[src/rtl/seg7_scan_driver.sv]
// Time-multiplexed driver for an 8-digit common-anode seven-segment display.
// Outputs are registered one cycle behind the scan index; frame_done pulses the cycle after each wrap.
// No backpressure: ld is always accepted. New data is double-buffered and shown from the next frame start.
// Optional build macro SEG7_LEADING_ZERO_BLANK_EN blanks leading zero digits of the committed word.
module seg7_scan_driver #(
  parameter int REFRESH_DIV = 100000,
  parameter int DIV_W       = 17
) (
  input  logic        clk,
  input  logic        reset,
  input  logic        ld,
  input  logic [31:0] val,
  input  logic [7:0]  digit_en,
  input  logic [7:0]  dp_mask,
  output logic [7:0]  an,
  output logic [6:0]  a2g,
  output logic        dp,
  output logic        frame_done,
  output logic [2:0]  cur_digit
);

  localparam logic [DIV_W-1:0] LAST = DIV_W'(REFRESH_DIV - 1);

  logic [DIV_W-1:0] cnt;
  logic [2:0]       idx;
  logic             tick;
  logic             wrap;

  logic [31:0] sh_val;
  logic [7:0]  sh_en;
  logic [7:0]  sh_dp;
  logic        pending;

  logic [31:0] disp_val;
  logic [7:0]  disp_en;
  logic [7:0]  disp_dp;

  logic [7:0]  eff_en;
  logic [3:0]  nib;
  logic [7:0]  an_n;
  logic [6:0]  a2g_n;
  logic        dp_n;

  assign tick = (cnt == LAST);
  assign wrap = tick && (idx == 3'd7);

  // Active-low {a..g} hex segment patterns.
  function automatic logic [6:0] hex_seg(input logic [3:0] h);
    case (h)
      4'h0: hex_seg = 7'b0000001;
      4'h1: hex_seg = 7'b1001111;
      4'h2: hex_seg = 7'b0010010;
      4'h3: hex_seg = 7'b0000110;
      4'h4: hex_seg = 7'b1001100;
      4'h5: hex_seg = 7'b0100100;
      4'h6: hex_seg = 7'b0100000;
      4'h7: hex_seg = 7'b0001111;
      4'h8: hex_seg = 7'b0000000;
      4'h9: hex_seg = 7'b0000100;
      4'hA: hex_seg = 7'b0001000;
      4'hB: hex_seg = 7'b1100000;
      4'hC: hex_seg = 7'b0110001;
      4'hD: hex_seg = 7'b1000010;
      4'hE: hex_seg = 7'b0110000;
      default: hex_seg = 7'b0111000;
    endcase
  endfunction

  // Prescaler and scan index: idx advances once per REFRESH_DIV cycles.
  always_ff @(posedge clk or posedge reset) begin
    if (reset) begin
      cnt <= '0;
      idx <= 3'd0;
    end else if (tick) begin
      cnt <= '0;
      idx <= idx + 3'd1;
    end else begin
      cnt <= cnt + DIV_W'(1);
    end
  end

  // Shadow capture and frame-boundary commit; an ld in the wrap cycle bypasses the shadow.
  always_ff @(posedge clk or posedge reset) begin
    if (reset) begin
      sh_val   <= '0;
      sh_en    <= '0;
      sh_dp    <= '0;
      pending  <= 1'b0;
      disp_val <= '0;
      disp_en  <= '0;
      disp_dp  <= '0;
    end else begin
      if (ld) begin
        sh_val <= val;
        sh_en  <= digit_en;
        sh_dp  <= dp_mask;
      end
      if (wrap) begin
        pending <= 1'b0;
        if (ld) begin
          disp_val <= val;
          disp_en  <= digit_en;
          disp_dp  <= dp_mask;
        end else if (pending) begin
          disp_val <= sh_val;
          disp_en  <= sh_en;
          disp_dp  <= sh_dp;
        end
      end else if (ld) begin
        pending <= 1'b1;
      end
    end
  end

  // Effective per-digit enable, optionally suppressing leading zeros of the committed word.
  always_comb begin
    eff_en = disp_en;
`ifdef SEG7_LEADING_ZERO_BLANK_EN
    for (int i = 1; i < 8; i++) begin
      if ((disp_val >> (4 * i)) == 32'd0) eff_en[i] = 1'b0;
    end
`else
    eff_en = disp_en;
`endif
  end

  // Next output pattern for the slot currently selected by idx.
  always_comb begin
    an_n  = 8'hFF;
    a2g_n = 7'h7F;
    dp_n  = 1'b1;
    nib   = disp_val[{idx, 2'b00} +: 4];
    if (eff_en[idx]) begin
      an_n[idx] = 1'b0;
      a2g_n     = hex_seg(nib);
      dp_n      = ~disp_dp[idx];
    end
  end

  // Registered output stage, one cycle behind idx.
  always_ff @(posedge clk or posedge reset) begin
    if (reset) begin
      an         <= 8'hFF;
      a2g        <= 7'h7F;
      dp         <= 1'b1;
      frame_done <= 1'b0;
      cur_digit  <= 3'd0;
    end else begin
      an         <= an_n;
      a2g        <= a2g_n;
      dp         <= dp_n;
      frame_done <= wrap;
      cur_digit  <= idx;
    end
  end

endmodule

[config.mk]
export PLATFORM = sky130hd
export DESIGN_NAME = seg7_scan_driver
export DESIGN_NICKNAME = d
export VERILOG_FILES = /design/src/rtl/seg7_scan_driver.sv
export SDC_FILE = /design/constraint.sdc
export NUM_CORES = 1
export LEC_CHECK = 0
export CORE_ASPECT_RATIO = 0.5
export CORE_MARGIN = 5
export CORE_UTILIZATION = 55
export DETAILED_ROUTE_END_ITERATION = 12
export PLACE_DENSITY = 0.86
export SLEW_MARGIN = 10
export SYNTH_ARGS = -nofsm -noshare
export SYNTH_HDL_FRONTEND = slang
export SYNTH_SLANG_ARGS = --single-unit
[constraint.sdc]
create_clock -name clk -period 5.8 [get_ports clk]
set_clock_uncertainty 0.1 [all_clocks]
set_input_delay 1.74 -clock clk [delete_from_list [all_inputs] [get_ports clk]]
set_output_delay 1.74 -clock clk [all_outputs]
set_load 0.02 [all_outputs]
# ---- Yosys cells after proc, flatten, opt, wreduce, memory -nomap -nowiden
# Memories as Yosys holds them, arrays and structs flattened.
# Cells that the tools add are included.
dict set report totals {
  mem_bits_ro 112
  register_bits 137
  mem_count 1
}
dict set report op_classes {
  n_eq_ne 2
  n_shift 1
  muxes 18
  n_bitwise 2
  n_reduce_logical 5
  add_sub_neg 2
  order_cmp 2
}
# name words width read_ports rd_clocked_by_memory_dff wr line_no
set mem_list {}
lappend mem_list {{(no name shown)} 16 7 1 0 0 49} ;# case (h)
# operator n
set ops {}
lappend ops {{32-bit two-way mux} 2}
lappend ops {{8-bit two-way mux} 5}
lappend ops {{32-bit by 6-bit variable part select with 4-bit output} 1}
lappend ops {{17-bit by 1-bit adder with 17-bit output, second input constant} 1}
lappend ops {{17-bit equality test, second input constant} 1}
lappend ops {{17-bit two-way mux} 1}
lappend ops {{8-bit NOT} 1}
lappend ops {{7-bit two-way mux} 1}
lappend ops {{1-bit binary-select mux with 3-bit select} 2}
lappend ops {{1-bit two-way mux} 6}
lappend ops {{3-bit by 4-bit less-than comparator with 1-bit output, second input constant} 1}
lappend ops {{2-bit nonzero test} 2}
lappend ops {{3-bit by 1-bit adder with 3-bit output, second input constant} 1}
lappend ops {{1-bit demux with 3-bit select} 1}
lappend ops {{3-bit equality test, second input constant} 1}
lappend ops {{3-bit by 1-bit greater-or-equal comparator with 1-bit output, second input constant} 1}
lappend ops {{1-bit logical AND} 2}
lappend ops {{2-bit AND reduction} 1}
lappend ops {{1-bit NOT} 1}

# ---- Depth between registers and ports, before layout
# Gate-level depths: netlist (run 1).
dict set report depth {
  ltp_word 6
  ltp_mapped 9
}

# ---- Least setup slack after synthesis (run 1)
# Ideal clock, no wire load.
dict set report synth_timing {
  path_kind {input -> register}
  from {input port ld}
  to {register disp_dp[0]}
  setup_slack_ps 2521
  t_arrival_ps 3054
  cell_stages 4
  setup_time_ps 125
  cell_sequence {buf_1 -> buf_1 -> mux2_2 -> mux2_4}
}
dict set report synth_via {
  elab_chain_len 2
}
# item line_no
set synth_lines {}
lappend synth_lines {{start: declaration} 11} ;# input logic ld,
lappend synth_lines {{2-bit nonzero test (no source line)} -}
lappend synth_lines {{2-bit AND reduction (no source line)} -}
lappend synth_lines {{end signal: assignment} 103} ;# disp_dp <= dp_mask;
lappend synth_lines {{end signal: assignment} 107} ;# disp_dp <= sh_dp;
lappend synth_lines {{end: declaration} 36} ;# logic [7:0] disp_dp;
# Several ways; a longest one is shown, not always the timed one.
# A chain may end at the register's enable or synchronous reset.

# ---- Worst setup path after layout (run 1)
dict set report layout_timing {
  from {register an[2]}
  to {output port an[2]}
}
# item line_no
set layout_lines {}
lappend layout_lines {{start: declaration} 15} ;# output logic [7:0] an,
lappend layout_lines {{start signal: assignment} 149} ;# an <= an_n;
# No word-level cell between the ends.

==> results of run 1 <==
==> sequential cells by signal (all words and copies together) (netlist names) <==
register	count
cur_digit	3
idx	3
pending	1
sh_en	8
frame_done	1
sh_dp	8
dp	1
disp_val	32
disp_dp	8
an	8
cnt	17
disp_en	8
sh_val	32
a2g	7
==> cell usage after synthesis (all sizes together) (2+ instances only) <==
| master | number | area [um^2] |
|---|---|---|
| buf | 11 | 67.6 |
| nand3 | 8 | 40.0 |
| nor2 | 16 | 60.1 |
| clkbuf | 8 | 30.0 |
| nor2b | 3 | 18.8 |
| xnor2 | 6 | 52.6 |
| mux2i | 11 | 110 |
| nand3b | 5 | 37.5 |
| ha | 9 | 113 |
| o221ai | 3 | 26.3 |
| dfstp | 16 | 420 |
| nand4b | 2 | 17.5 |
| dfrtp | 121 | 3030 |
| xor2 | 10 | 87.6 |
| nand2 | 11 | 41.3 |
| a21oi | 2 | 10.0 |
| nand4 | 6 | 37.5 |
| inv | 7 | 26.3 |
| nor3 | 3 | 15.0 |
| mux2 | 107 | 1280 |
| and3 | 3 | 18.8 |
| mux4 | 10 | 225 |
| o21ai | 3 | 15.0 |
| or4 | 3 | 26.3 |
==> where the power goes <==
group | leakage (nW) | internal [mW] | switching [mW]
logic | 1.29 | 0.0621 | 0.0506
registers | 1.73 | 0.990 | 0.00885
clock network | 0.263 | 0.632 | 0.395
==> how the worst max path moves through the flow <==
stage                     start    endpoint  slack, ns
after detailed placement     ld  disp_en[4]       2.36
after global routing      an[2]       an[2]       2.39
after floorplan           reset      cnt[0]       0.32
after CTS                 an[2]       an[2]       2.40
final                     an[2]       an[2]       2.43
after global placement       ld  disp_en[3]       2.37
==> metal layers <==
metal / track usage / vias up
met5: 0 / -
met4: 0.0921 / 0
met3: 0.0462 / 24
met2: 0.287 / 75
met1: 0.253 / 1714
li1: - / 1567
==> logic make-up after synthesis <==
group | after synthesis | synth area share
DFF | 137 | 0.587
adders and majority gates | 9 | 0.0192
muxes | 128 | 0.275
buffers and inverters | 26 | 0.0211
and+or+nand+nor | 63 | 0.0571
xor gates and xnor gates | 16 | 0.0239
AOI/OAI and AO/OA | 14 | 0.0164
==> area by class of cell <==
cell class | instances | area [um^2]
well taps | 140 | 175
clock inverters | 11 | 126
multi-input cells | 230 | 2300
fillers | 645 | 3050
flip-flops and latches | 137 | 3450
clock buffers | 21 | 440
inverters | 7 | 28.8
repair buffers | 75 | 746
==> results.toml, run 1 <==
[critical_path]
cp-end-kind = "output port"
crit_buf_inv = 1
r2r-start = "idx[1]"
crit_chain = "clkdlybuf4s50_1"
arrival_ns = 1.53
rrSetupSlack_ns = 2.64
cpPeakStageDelay_ns = 0.60
path_depth = 1
path_class = "flop to output port"
critPathSlowestCell = "clkdlybuf4s50_1"
start_kind = "flop"
required_ns = 3.96
r2r_cells = 5
r2r_end = "disp_en[4]"
path_delay_family = "buffers and inverters"
crit_fanout = 1

[clock_tree]
cts_resized = 0
clk_latency_ns = 0.42
cts-buffers-inserted = 17
hold_buffers = 0
htreeDepth = 4
cts_tree = "done"
clock-root-buffer = "clkbuf_16"
postCtsSetupBuffers = 0
clk_transition_reported_paths_ns = 0.05
clkSinkCount = 137
clockBufferDepth = 2

[min_path]
min_path_type = "flop to flop"
hp-start = "disp_en[1]"
min_path_cells = 1
hold_path_end = "an[1]"

[power_and_ir_drop]
irDropWorstVdd_mv = 0.221
p_leak_nw = 3.28
p_per_area_mw_per_mm2 = 294
p_total_mw = 2.14

[layout]
syn2layout_area_growth_pct = 23.7
final_area_mm2 = 0.00726
nets = 528
final_cell_mix = "dfrtp_1, mux2_2, clkdlybuf4s50_1"
num_antenna_cells = 0
final_common_cell = "dfrtp_1"
final_cells = 621
drive_gt1_frac = 0.351
fin_util = 0.704

[placement]
place_hpwl_um = 7190
place_area_mm2 = 0.00670
dp_slack_ns = 2.36
place_inst = 589
place.gp.congestion = 0.784
numPortBuffers = 70

[global_route]
grt_pass1_vias = 3653
grt_pass1_wl_um = 19000
antenna_found_initial = 0
grt_overflow = 0
grt_max_degree = 87
grt_usage = 0.188

[floorplanning]
num_rows = 26
dieWidth_um = 156
initial_utilization = 0.569
dieArea_mm2 = 0.0130
die_h_um = 83.1
ios = 71
core_area_mm2 = 0.0103

[yosys]
synth_seq_cells = 137
synthArstFlopShare = 1.00
synth.distinct_cells = 37
synthCells = 393
yosysSeqAreaShare = 0.587
syn_nets = 453
syn_area_mm2 = 0.00587
yosys_warnings = 0
syn_area_per_cell_um2 = 14.9
synth_ff_type = "dfrtp_1"
synth_edf_count = 0

[sta]
fin_setup_tns_ns = 0
rsz0062_at_grt = "false"
setup_viol = 0
period_share = 0.581
hold_viol_final = 0
hold_slack_ns = 0.361
max_freq_mhz = 297
tightest_slew_ns = 1.04
maxSlewViolCount = 0
relSlewSlack = 0.304
fin_crit_ns = 3.37
setup_slack_ns = 2.43

[detailed_routing]
wl_met3_um = 547
drt_iter0_drc = 159
wl_met2_um = 5370
met1_length_um = 5140
vias = 3380
first_pass_iters = 6
wire_per_inst_um = 18.3
antenna_left = 0
drc = 0
wirelength_um = 11300
vias_per_cell = 5.44
top_layer = "met4"

[status]
outcome = "completed"

[run]
maxCapViolations = 0
Note: power is estimated with default switching activity, not from simulation.
==> inputs of run 2 (changes only) <==
CORE_UTILIZATION = 50   (was 55)
PLACE_DENSITY = 0.83   (was 0.86)
clock period = 2.84 ns   (was 5.8 ns; I/O delays follow)
==> run 2 against run 1 <==
Effect of this change: sequential power up 100%; critical path depth up 4; largest power group unchanged; routed wire length up 1.9%; via count up 1.0%; die area up 9.1%.
==> results.toml, run 2 (synthesis gave the netlist of run 1 again) <==
[power_and_ir_drop]
seqPwrFrac = 0.430
power.internal_mw = 3.81
p_comb_frac = 0.050
power_frac_clock = 0.520
swShare = 0.197
irDropWorstVdd_mv = 0.347
p_leak_nw = 3.38
p_per_area_mw_per_mm2 = 633
p_switching_uw = 932

[clock_tree]
clockBufferDepth = 2
clock-root-buffer = "clkbuf_16"
cts_tree = "done"
clkSinkCount = 137
clk_latency_ns = 0.42
postCtsSetupBuffers = 0
hold_buffers = 0
clk_transition_reported_paths_ns = 0.06
cts-buffers-inserted = 17
cts_resized = 0
htreeDepth = 4

[critical_path]
critPathSlowestCell = "or4b_1"
arrival_ns = 2.86
path_delay_family = "simple AND/OR/NAND/NOR gates"
start_kind = "flop"
required_ns = 3.04
crit_fanout = 48
cpPeakStageDelay_ns = 0.57
crit_chain = "or4b_1, or4_1, or4_4, buf_12, mux2_4"
cp-startpoint = "cnt[12]"
cp-end-kind = "flop"
setup.worst_path.end = "disp_dp[1]"
r2r-start = "cnt[12]"
rrSetupSlack_ns = 0.18
path_depth = 5
crit_buf_inv = 1
path_class = "flop to flop"
r2r_end = "disp_dp[1]"
r2r_cells = 5

[detailed_routing]
drc = 0
wire_per_inst_um = 17.7
wirelength_um = 11600
vias_per_cell = 5.24
drt_iter0_drc = 219
antenna_left = 0
first_pass_iters = 4
vias = 3414

[sta]
maxSlewViolCount = 0
relSlewSlack = 0.564
setup_slack_ns = 0.179
period_share = 0.937
rsz0062_at_grt = "false"
fin_crit_ns = 2.66
setup_viol = 0
hold_viol_final = 0
max_freq_mhz = 376
fin_setup_tns_ns = 0
tightest_slew_ns = 0.649

[placement]
place_hpwl_um = 7360
place.gp.congestion = 0.809
place_inst = 620
numPortBuffers = 70
dp_slack_ns = 0.203

[floorplanning]
core_area_mm2 = 0.0117
die_h_um = 86.6
num_rows = 28
initial_utilization = 0.503
dieWidth_um = 163
ios = 71
dieArea_mm2 = 0.0141

[layout]
final_cell_mix = "dfrtp_1, mux2_2, clkdlybuf4s50_1"
final_cells = 652
top_regs = "disp_val (32), sh_val (32), cnt (17)"
drive_gt1_frac = 0.366
nets = 534
syn2layout_area_growth_pct = 27.5
num_antenna_cells = 0
final_common_cell = "dfrtp_1"

[global_route]
grt_pass1_vias = 3787
grt_usage = 0.179
antenna_found_initial = 0
grt_pass1_wl_um = 19600
grt_max_degree = 77
grt_overflow = 0

[min_path]
min_path_type = "flop to flop"

[status]
outcome = "completed"

[run]
maxCapViolations = 0
run 2: how the worst min path moves through the flow:
stage,startpoint,to,slack (ns),cells past startpoint
global placement,disp_en[2],an[2],0.34,1
detailed placement,disp_en[4],an[4],0.35,1
global route,disp_en[1],an[1],0.38,1
CTS,disp_en[1],an[1],0.36,1
finish,disp_en[1],an[1],0.36,1
floorplan,idx[0],cur_digit[0],0.28,0
run 2: power by group through the flow:
stage / sequential (mW) / clock [mW] / combinational, mW
after floorplan: 2.07 / 0 / 0.125
after global placement: 2.07 / 0 / 0.231
after detailed placement: 2.07 / 0 / 0.237
after CTS: 2.04 / 2.50 / 0.241
after global routing: 2.04 / 2.60 / 0.259
final: 2.04 / 2.47 / 0.235
run 2: area by class of cell:
| cell class | count | area (um^2) |
|---|---|---|
| Clock inverter | 10 | 188 |
| Sequential cell | 137 | 3450 |
| Timing Repair Buffer | 81 | 828 |
| Clock buffer | 22 | 484 |
| Inverter | 7 | 30.0 |
| Tap cell | 165 | 206 |
| Multi-Input combinational cell | 230 | 2300 |
| Fill cell | 811 | 4180 |
run 2: per-layer routing:
layer / track usage / share of wire
met3: 0.0504 / 0.041
met4: 0.0479 / 0.0094
met2: 0.300 / 0.50
met1: 0.232 / 0.45
met5: 0 / 0
run 2: worst reg2reg max path, cell delays in order (launching register included):
cell	delay, ns
dfrtp_1	0.41
or4b_1	0.57
or4_1	0.42
or4_4	0.45
buf_12	0.22
mux2_4	0.37
run 2: metrics by stage:
stage | hold slack, ns | utilization | total power, mW | area, um^2
after floorplan | 0.278 | - | 2.19 | 5880
after global placement | 0.342 | 0.584 | 2.30 | 6810
after detailed placement | 0.349 | 0.584 | 2.31 | 6810
after CTS | 0.361 | 0.642 | 4.78 | 7480
after global routing | 0.385 | 0.642 | 4.91 | 7480
final | 0.358 | 0.642 | 4.74 | 7480
